$ cat config.mk
export PLATFORM = sky130hd
export DESIGN_NAME = vga_timing_gen
export DESIGN_NICKNAME = d
export VERILOG_FILES = /design/src/rtl/vga_timing_pkg.sv /design/src/rtl/vga_axis_counter.sv /design/src/rtl/vga_timing_gen.sv
export SDC_FILE = /design/constraint.sdc
export NUM_CORES = 1
export LEC_CHECK = 0
export ABC_AREA = 0
export ABC_CLOCK_PERIOD_IN_PS = 2200
export CORE_MARGIN = 2
export CORE_UTILIZATION = 30
export CTS_BUF_LIST = sky130_fd_sc_hd__clkbuf_8
export DETAILED_ROUTE_END_ITERATION = 10
export GPL_TIMING_DRIVEN = 0
export HOLD_SLACK_MARGIN = 0.08
export PLACE_DENSITY_LB_ADDON = 0.1
export SLEW_MARGIN = 5
export SYNTH_ARGS = -nofsm -noshare
export SYNTH_HDL_FRONTEND = slang
export SYNTH_SLANG_ARGS = --single-unit
$ cat constraint.sdc
create_clock -name i_pix_clk -period 2.2 [get_ports i_pix_clk]
set_input_delay 0.44 -clock i_pix_clk [delete_from_list [all_inputs] [get_ports i_pix_clk]]
set_output_delay 0.44 -clock i_pix_clk [all_outputs]
set_load 0.02 [all_outputs]
$ cat src/rtl/vga_timing_pkg.sv
// -----------------------------------------------------------------------------
// vga_timing_pkg
// Purpose : shared constants and helpers for the VGA raster timing generator.
//           Holds the 640x480@60 default timing (25.175 MHz pixel clock), the
//           coordinate width and the sync-window compare used by every axis.
// Ports   : none (package).
// Config  : VGA_TIMING_PREFETCH_EN (used by vga_timing_gen) enables the
//           prefetch coordinate outputs; DEF_PREFETCH is its default lead.
// -----------------------------------------------------------------------------
package vga_timing_pkg;

   localparam int COORD_W = 16;

   typedef logic [COORD_W-1:0] coord_t;

   // 640x480@60 defaults, horizontal in pixels, vertical in lines
   localparam int DEF_H_ACTIVE = 640;
   localparam int DEF_H_FRONT  = 16;
   localparam int DEF_H_SYNC   = 96;
   localparam int DEF_H_BACK   = 48;
   localparam int DEF_V_ACTIVE = 480;
   localparam int DEF_V_FRONT  = 10;
   localparam int DEF_V_SYNC   = 2;
   localparam int DEF_V_BACK   = 33;
   localparam int DEF_PREFETCH = 2;

   // True when i_coord lies in [i_start, i_start + i_len). The end is formed
   // one bit wider so a window touching the top of the coordinate range
   // cannot wrap around.
   function automatic logic in_sync_window(input coord_t i_coord,
                                           input coord_t i_start,
                                           input coord_t i_len);
      logic [COORD_W:0] w_end;
      w_end = {1'b0, i_start} + {1'b0, i_len};
      return (i_coord >= i_start) && ({1'b0, i_coord} < w_end);
   endfunction

endpackage

$ cat src/rtl/vga_axis_counter.sv
// -----------------------------------------------------------------------------
// vga_axis_counter
// Purpose : one raster axis (pixels of a line, or lines of a frame). Counts
//           0..TOTAL-1 on each advance strobe and registers the coordinate
//           together with its blank, sync and terminal flags, all decoded from
//           the next-state value so they describe the same position.
// Ports   : i_clk          clock, rising edge
//           i_rst_n        asynchronous active-low reset
//           i_advance      step the counter this clock
//           o_coord        registered coordinate
//           o_next_coord   value o_coord takes at the next edge (combinational,
//                          for registered decodes in the parent)
//           o_blank        registered, 1 when o_coord >= ACTIVE
//           o_sync         registered sync level, POL inside the sync window
//           o_wrap         registered, 1 when o_coord == TOTAL-1
// Notes   : reset forces the outputs to idle values (coord 0, blank 1, sync
//           inactive). The first edge after release loads START_VAL regardless
//           of i_advance; counting starts from there.
// -----------------------------------------------------------------------------
module vga_axis_counter
   import vga_timing_pkg::*;
#(
   parameter int   TOTAL      = 800,
   parameter int   ACTIVE     = 640,
   parameter int   SYNC_START = 656,
   parameter int   SYNC_LEN   = 96,
   parameter logic POL        = 1'b0,
   parameter int   START_VAL  = 0
) (
   input  logic               i_clk,
   input  logic               i_rst_n,
   input  logic               i_advance,
   output logic [COORD_W-1:0] o_coord,
   output logic [COORD_W-1:0] o_next_coord,
   output logic               o_blank,
   output logic               o_sync,
   output logic               o_wrap
);

   localparam coord_t C_LAST       = coord_t'(TOTAL - 1);
   localparam coord_t C_ACTIVE     = coord_t'(ACTIVE);
   localparam coord_t C_SYNC_START = coord_t'(SYNC_START);
   localparam coord_t C_SYNC_LEN   = coord_t'(SYNC_LEN);
   localparam coord_t C_START      = coord_t'(START_VAL);

   coord_t r_coord;
   logic   r_started;
   logic   r_blank;
   logic   r_sync;
   logic   r_wrap;
   coord_t w_next;

   // Until the first edge after reset the counter has not presented any
   // position yet, so that edge loads START_VAL instead of incrementing.
   always_comb begin
      w_next = r_coord;
      if (!r_started) begin
         w_next = C_START;
      end else if (i_advance) begin
         w_next = (r_coord == C_LAST) ? '0 : r_coord + coord_t'(1);
      end
   end

   always_ff @(posedge i_clk or negedge i_rst_n) begin
      if (!i_rst_n) begin
         r_coord   <= '0;
         r_started <= 1'b0;
         r_blank   <= 1'b1;
         r_sync    <= ~POL;
         r_wrap    <= 1'b0;
      end else begin
         r_coord   <= w_next;
         r_started <= 1'b1;
         r_blank   <= (w_next >= C_ACTIVE);
         r_sync    <= in_sync_window(w_next, C_SYNC_START, C_SYNC_LEN) ? POL : ~POL;
         r_wrap    <= (w_next == C_LAST);
      end
   end

   assign o_coord      = r_coord;
   assign o_next_coord = w_next;
   assign o_blank      = r_blank;
   assign o_sync       = r_sync;
   assign o_wrap       = r_wrap;

endmodule

$ cat src/rtl/vga_timing_gen.sv
// -----------------------------------------------------------------------------
// vga_timing_gen
// Purpose : VGA raster timing generator feeding the text-screen tile layer.
//           Produces pixel coordinates, blanking, active-area, sync and
//           line/frame start strobes, all registered so they change together
//           and describe the same pixel.
// Ports   : i_pix_clk         pixel clock, rising edge
//           i_rst_n           asynchronous active-low reset
//           o_horz_coord      pixel column 0..H_TOTAL-1 (16 bit)
//           o_vert_coord      line 0..V_TOTAL-1 (16 bit)
//           o_horz_blank      1 when column >= H_ACTIVE
//           o_vert_blank      1 when line >= V_ACTIVE
//           o_in_active_area  1 inside the visible area
//           o_hsync/o_vsync   sync pulses, level HSYNC_POL/VSYNC_POL when asserted
//           o_line_start      1 on column 0
//           o_frame_start     1 on pixel (0,0)
//           o_fetch_horz/vert position PREFETCH clocks ahead (prefetch build only)
// Config  : define VGA_TIMING_PREFETCH_EN to add the fetch coordinate outputs,
//           generated by a second counter pair started PREFETCH pixels ahead.
// -----------------------------------------------------------------------------
module vga_timing_gen
   import vga_timing_pkg::*;
#(
   parameter int   H_ACTIVE  = DEF_H_ACTIVE,
   parameter int   H_FRONT   = DEF_H_FRONT,
   parameter int   H_SYNC    = DEF_H_SYNC,
   parameter int   H_BACK    = DEF_H_BACK,
   parameter int   V_ACTIVE  = DEF_V_ACTIVE,
   parameter int   V_FRONT   = DEF_V_FRONT,
   parameter int   V_SYNC    = DEF_V_SYNC,
   parameter int   V_BACK    = DEF_V_BACK,
   parameter logic HSYNC_POL = 1'b0,
   parameter logic VSYNC_POL = 1'b0,
   parameter int   PREFETCH  = DEF_PREFETCH
) (
   input  logic               i_pix_clk,
   input  logic               i_rst_n,
   output logic [COORD_W-1:0] o_horz_coord,
   output logic [COORD_W-1:0] o_vert_coord,
   output logic               o_horz_blank,
   output logic               o_vert_blank,
   output logic               o_in_active_area,
   output logic               o_hsync,
   output logic               o_vsync,
   output logic               o_line_start,
   output logic               o_frame_start
`ifdef VGA_TIMING_PREFETCH_EN
   ,
   output logic [COORD_W-1:0] o_fetch_horz,
   output logic [COORD_W-1:0] o_fetch_vert
`endif
);

   localparam int H_TOTAL = H_ACTIVE + H_FRONT + H_SYNC + H_BACK;
   localparam int V_TOTAL = V_ACTIVE + V_FRONT + V_SYNC + V_BACK;
   localparam int COORD_RANGE = 2 ** COORD_W;

   localparam coord_t C_H_ACTIVE = coord_t'(H_ACTIVE);
   localparam coord_t C_V_ACTIVE = coord_t'(V_ACTIVE);

   // Elaboration-time sanity checks on the timing parameters.
   generate
      if (H_TOTAL > COORD_RANGE || V_TOTAL > COORD_RANGE) begin : g_bad_total
         $error("vga_timing_gen: line or frame total does not fit in %0d bits", COORD_W);
      end
      if (PREFETCH < 1 || PREFETCH > H_TOTAL - 1) begin : g_bad_prefetch
         $error("vga_timing_gen: PREFETCH must be in 1..H_TOTAL-1");
      end
   endgenerate

   coord_t w_h_coord;
   coord_t w_h_next;
   logic   w_h_blank;
   logic   w_h_sync;
   logic   w_h_wrap;
   coord_t w_v_coord;
   coord_t w_v_next;
   logic   w_v_blank;
   logic   w_v_sync;
   logic   w_unused_v_wrap;

   logic   r_in_active;
   logic   r_line_start;
   logic   r_frame_start;

   // Pixel axis: steps every clock.
   vga_axis_counter #(
      .TOTAL      (H_TOTAL),
      .ACTIVE     (H_ACTIVE),
      .SYNC_START (H_ACTIVE + H_FRONT),
      .SYNC_LEN   (H_SYNC),
      .POL        (HSYNC_POL),
      .START_VAL  (0)
   ) u_h_cnt (
      .i_clk        (i_pix_clk),
      .i_rst_n      (i_rst_n),
      .i_advance    (1'b1),
      .o_coord      (w_h_coord),
      .o_next_coord (w_h_next),
      .o_blank      (w_h_blank),
      .o_sync       (w_h_sync),
      .o_wrap       (w_h_wrap)
   );

   // Line axis: steps on the edge where the pixel axis leaves its last column,
   // so both axes roll over on the same edge at the end of the frame.
   vga_axis_counter #(
      .TOTAL      (V_TOTAL),
      .ACTIVE     (V_ACTIVE),
      .SYNC_START (V_ACTIVE + V_FRONT),
      .SYNC_LEN   (V_SYNC),
      .POL        (VSYNC_POL),
      .START_VAL  (0)
   ) u_v_cnt (
      .i_clk        (i_pix_clk),
      .i_rst_n      (i_rst_n),
      .i_advance    (w_h_wrap),
      .o_coord      (w_v_coord),
      .o_next_coord (w_v_next),
      .o_blank      (w_v_blank),
      .o_sync       (w_v_sync),
      .o_wrap       (w_unused_v_wrap)
   );

   // Combined flags are decoded from the next coordinates so they land in the
   // same cycle as the coordinates they describe.
   always_ff @(posedge i_pix_clk or negedge i_rst_n) begin
      if (!i_rst_n) begin
         r_in_active   <= 1'b0;
         r_line_start  <= 1'b0;
         r_frame_start <= 1'b0;
      end else begin
         r_in_active   <= (w_h_next < C_H_ACTIVE) && (w_v_next < C_V_ACTIVE);
         r_line_start  <= (w_h_next == '0);
         r_frame_start <= (w_h_next == '0) && (w_v_next == '0);
      end
   end

   assign o_horz_coord     = w_h_coord;
   assign o_vert_coord     = w_v_coord;
   assign o_horz_blank     = w_h_blank;
   assign o_vert_blank     = w_v_blank;
   assign o_hsync          = w_h_sync;
   assign o_vsync          = w_v_sync;
   assign o_in_active_area = r_in_active;
   assign o_line_start     = r_line_start;
   assign o_frame_start    = r_frame_start;

`ifdef VGA_TIMING_PREFETCH_EN
   // Second counter pair started PREFETCH pixels ahead of the main pair.
   // Because it runs on the same rules, its lead carries across line and
   // frame ends without any delay line.
   logic   w_fh_wrap;
   coord_t w_unused_fh_next;
   coord_t w_unused_fv_next;
   logic   w_unused_fh_blank;
   logic   w_unused_fv_blank;
   logic   w_unused_fh_sync;
   logic   w_unused_fv_sync;
   logic   w_unused_fv_wrap;

   vga_axis_counter #(
      .TOTAL      (H_TOTAL),
      .ACTIVE     (H_ACTIVE),
      .SYNC_START (H_ACTIVE + H_FRONT),
      .SYNC_LEN   (H_SYNC),
      .POL        (HSYNC_POL),
      .START_VAL  (PREFETCH)
   ) u_fh_cnt (
      .i_clk        (i_pix_clk),
      .i_rst_n      (i_rst_n),
      .i_advance    (1'b1),
      .o_coord      (o_fetch_horz),
      .o_next_coord (w_unused_fh_next),
      .o_blank      (w_unused_fh_blank),
      .o_sync       (w_unused_fh_sync),
      .o_wrap       (w_fh_wrap)
   );

   vga_axis_counter #(
      .TOTAL      (V_TOTAL),
      .ACTIVE     (V_ACTIVE),
      .SYNC_START (V_ACTIVE + V_FRONT),
      .SYNC_LEN   (V_SYNC),
      .POL        (VSYNC_POL),
      .START_VAL  (0)
   ) u_fv_cnt (
      .i_clk        (i_pix_clk),
      .i_rst_n      (i_rst_n),
      .i_advance    (w_fh_wrap),
      .o_coord      (o_fetch_vert),
      .o_next_coord (w_unused_fv_next),
      .o_blank      (w_unused_fv_blank),
      .o_sync       (w_unused_fv_sync),
      .o_wrap       (w_unused_fv_wrap)
   );
`endif

endmodule
==> impl_metrics.env <==
export IMPL_tritoncts="yes"
export IMPL_cp_required_ns=2.37
export IMPL_synthArstFlopShare_pct=100
export IMPL_yosysMostFrequentCell="nor2_1"
export IMPL_worstPathCellList="buf_4 > nand4_2 > buf_6 > a2111o_1 > a21o_1 > a221oi_2 > nand3_1 > a2111oi_2"
export IMPL_fin_tns_setup_ns=-0.0584
export IMPL_htreeDepth=2
export IMPL_die_height_um=97.8
export IMPL_crit_type="reg -> reg"
export IMPL_drc_errors=0
export IMPL_grtUsageMet1_pct=19.1
export IMPL_placed_cells=444
export IMPL_grt_total_usage_pct=15.3
export IMPL_final_util_pct=42.4
export IMPL_met2_usage_pct=27.3
export IMPL_finalCritPeriodShare_pct=103
export IMPL_die_area_um2=9560
export IMPL_syn_area_um2=2640
export IMPL_synth_edf_count=0
export IMPL_avgSynthCellArea_um2=8.94
export IMPL_synth_top_cell_area_share_pct=35.1
export IMPL_io_buffers=40
export IMPL_slew_violations=0
export IMPL_rows=34
export IMPL_ir_worst_vdd_mv=0.197
export IMPL_ioPinCount=41
export IMPL_worst_slew_pin_slew_ns=0.632
export IMPL_grt_setup_unrepaired="yes"
export IMPL_wl_um=7110
export IMPL_nNetsFinal=366
export IMPL_drive_gt1_share_pct=27.1
export IMPL_hold_class="in -> async"
export IMPL_synth_common_cells="nor2_1 (41), dfrtp_1 (37), nand2_1 (23), xnor2_1 (23), nor3_1 (16)"
export IMPL_antenna_found_initial=0
export IMPL_numCtsBuffers=5
export IMPL_synth_ff_type="dfrtp_1"
export IMPL_gp_congestion=0.797
export IMPL_fmax_mhz=443
export IMPL_min_period_ns=2.26
export IMPL_grt_pass1_vias=2407
export IMPL_rrSetupSlack_ns=-0.06
export IMPL_fin_skew_ns=0.00977
export IMPL_multiInputGateArea_um2=1650
export IMPL_cts_sinks=41
export IMPL_ctsLongestPathBuffers=2
export IMPL_ys_warn_count=0
export IMPL_grt_busiest_layer="met2"
export IMPL_drv_cap=0
export IMPL_num_vias=2363
export IMPL_max_slew_margin_rel_pct=57.6
export IMPL_power_density_nw_per_um2=385
export IMPL_holdBufCountCts=0
export IMPL_coreArea_um2=8640
export IMPL_cts_clk_slew_worst_paths_ns=0.08
export IMPL_hold_viol_final=0
export IMPL_leakagePower_nw=1.44
export IMPL_violations="negative setup slack"
export IMPL_drt_initial_drc_count=73
export IMPL_clock_latency_ns=0.29
export IMPL_stdcell_count=470
export IMPL_timing_hold_ws_ns=0.118
export IMPL_fin_ws_ns=-0.0584
export IMPL_wire_per_inst_um=15.1
export IMPL_synth_seq_area_share_pct=39.1
export IMPL_fillerInstances=888
export IMPL_syn2layout_area_growth_pct=38.9
export IMPL_ff_latch_area_um2=1040
export IMPL_r2r_start="u_v_cnt.o_coord[0]"
export IMPL_synth_nets=300
export IMPL_crit_slowest_cell="dfrtp_2"
export IMPL_r2r_end="o_frame_start"
export IMPL_grt_pass1_wl_um=12000
export IMPL_yosysTopAreaCell="dfrtp_1"
export IMPL_use_met3_pct=2.65
export IMPL_die_w_um=97.8
export IMPL_cp_start_kind="register"
export IMPL_diodes=0
export IMPL_ys_top_cells_by_area="dfrtp_1 (35%), xnor2_1 (7.6%), nor2_1 (5.8%), dfstp_2 (4.0%), xor2_1 (3.7%)"
export IMPL_path_max_fanout=10
export IMPL_total_power_mw=1.41
export IMPL_design_area_um2=3660
export IMPL_worstPathArrival_ns=2.43
export IMPL_postRouteAntennaNets=0
export IMPL_status="finished, violations left"
export IMPL_syn_inst=295
export IMPL_hpwl_um=5160
export IMPL_setup_worst_path_end_class="register"
export IMPL_placed_cell_area_um2=3220
export IMPL_globalRouteOverflowTotal=0
export IMPL_grt_max_degree=22
export IMPL_cp_slowest_stage_delay_ns=0.42
export IMPL_setup_violations=1
export IMPL_routed_via_density=5.03
export IMPL_synth_seq_cells=41
export IMPL_start_util_pct=30.5
export IMPL_post_place_ws_ns=-0.448
export IMPL_ys_types=55
export IMPL_r2r_cells=8
export IMPL_cts_root_buf="clkbuf_8"
export IMPL_firstDrtPassIters=4
==> cell families after synthesis <==
| kind of cell | Yosys count | share of synthesized area, % |
|---|---|---|
| multiplexers | 1 | 0.380 |
| AND/OR/NAND/NOR | 145 | 30.1 |
| AO/OA/AOI/OAI | 39 | 12.2 |
| adder cells (fa/ha/maj) | 3 | 1.42 |
| XOR/XNOR | 34 | 11.3 |
| other | 1 | 0.142 |
| buffers and inverters | 31 | 5.36 |
| flip-flops | 41 | 39.1 |
==> how the worst max path moves through the flow <==
stage,slack [ns],to,from
floorplan,0.0008,o_frame_start,u_v_cnt.o_coord[0]
global placement,-0.64,u_h_cnt.o_coord[1],i_rst_n
detailed placement,-0.45,u_v_cnt.o_sync,u_v_cnt.o_coord[0]
CTS,-0.09,o_frame_start,u_v_cnt.o_coord[0]
global route,-0.18,o_frame_start,u_v_cnt.o_coord[0]
finish,-0.06,o_frame_start,u_v_cnt.o_coord[0]
==> timing repair <==
action,in CTS,in global routing
gates resized for setup,25,28
setup endpoints to repair,18,27
buffers inserted,17,5
pin swaps,9,7
==> critical path: cells and delay by family, from the launching register on <==
| kind | cells | cell delay (ns) |
|---|---|---|
| buf+inv | 2 | 0.31 |
| compound gates | 4 | 1.14 |
| simple gates | 2 | 0.28 |
| flops | 1 | 0.42 |
==> where the power goes <==
part / internal [mW] / switching (mW)
sequential: 0.763 / 0.00726
combinational: 0.0530 / 0.0705
clock: 0.247 / 0.269
==> state kept, by name, summed over array words and instances (netlist names) <==
name,count
u_h_cnt.o_blank,1
o_in_active_area,1
u_h_cnt.o_coord,16
u_v_cnt.o_coord,16
o_line_start,1
o_frame_start,1
u_v_cnt.o_blank,1
u_h_cnt.o_sync,1
u_v_cnt.o_sync,1
u_h_cnt.o_wrap,1
u_v_cnt.r_started,1
==> routing by layer <==
| metal | wire [um] | vias up | share of wire, % |
|---|---|---|---|
| li1 | - | 1187 | - |
| met5 | 0 | - | 0 |
| met2 | 3540 | 27 | 50 |
| met4 | 74 | 0 | 1.0 |
| met3 | 143 | 6 | 2.0 |
| met1 | 3350 | 1143 | 47 |
==> placed cells by master, fill, tap and decap left out, types with 3 or more instances in the layout <==
| master | synthesis | final |
|---|---|---|
| a21oi_1 | 3 | 3 |
| and4_1 | 6 | 5 |
| buf_2 | 11 | 6 |
| buf_4 | 1 | 24 |
| buf_6 | 1 | 5 |
| clkbuf_8 | 0 | 6 |
| clkdlybuf4s50_1 | 0 | 39 |
| dfrtp_1 | 37 | 28 |
| dfrtp_2 | 0 | 9 |
| dfstp_2 | 4 | 4 |
| inv_1 | 11 | 11 |
| nand2_1 | 23 | 21 |
| nand3_1 | 11 | 9 |
| nand3b_1 | 3 | 3 |
| nand4_1 | 10 | 10 |
| nand4b_1 | 4 | 4 |
| nor2_1 | 41 | 38 |
| nor3_1 | 16 | 14 |
| nor3b_1 | 3 | 3 |
| nor4_1 | 8 | 3 |
| nor4_2 | 1 | 3 |
| nor4_4 | 0 | 3 |
| o21ai_0 | 11 | 9 |
| or3_1 | 4 | 4 |
| xnor2_1 | 23 | 22 |
| xor2_1 | 11 | 11 |
==> final cells by class <==
class                      count  area share (%)
clock buffer                   6            2.25
clock inverter                 2           0.205
multi-input combinational    223            45.1
timing repair buffer          63            16.0
inverter                      11            1.13
buffer                        16            3.11
sequential                    41            28.4
tap                          108            3.69
No activity file was read; power rests on OpenSTA's default activity.
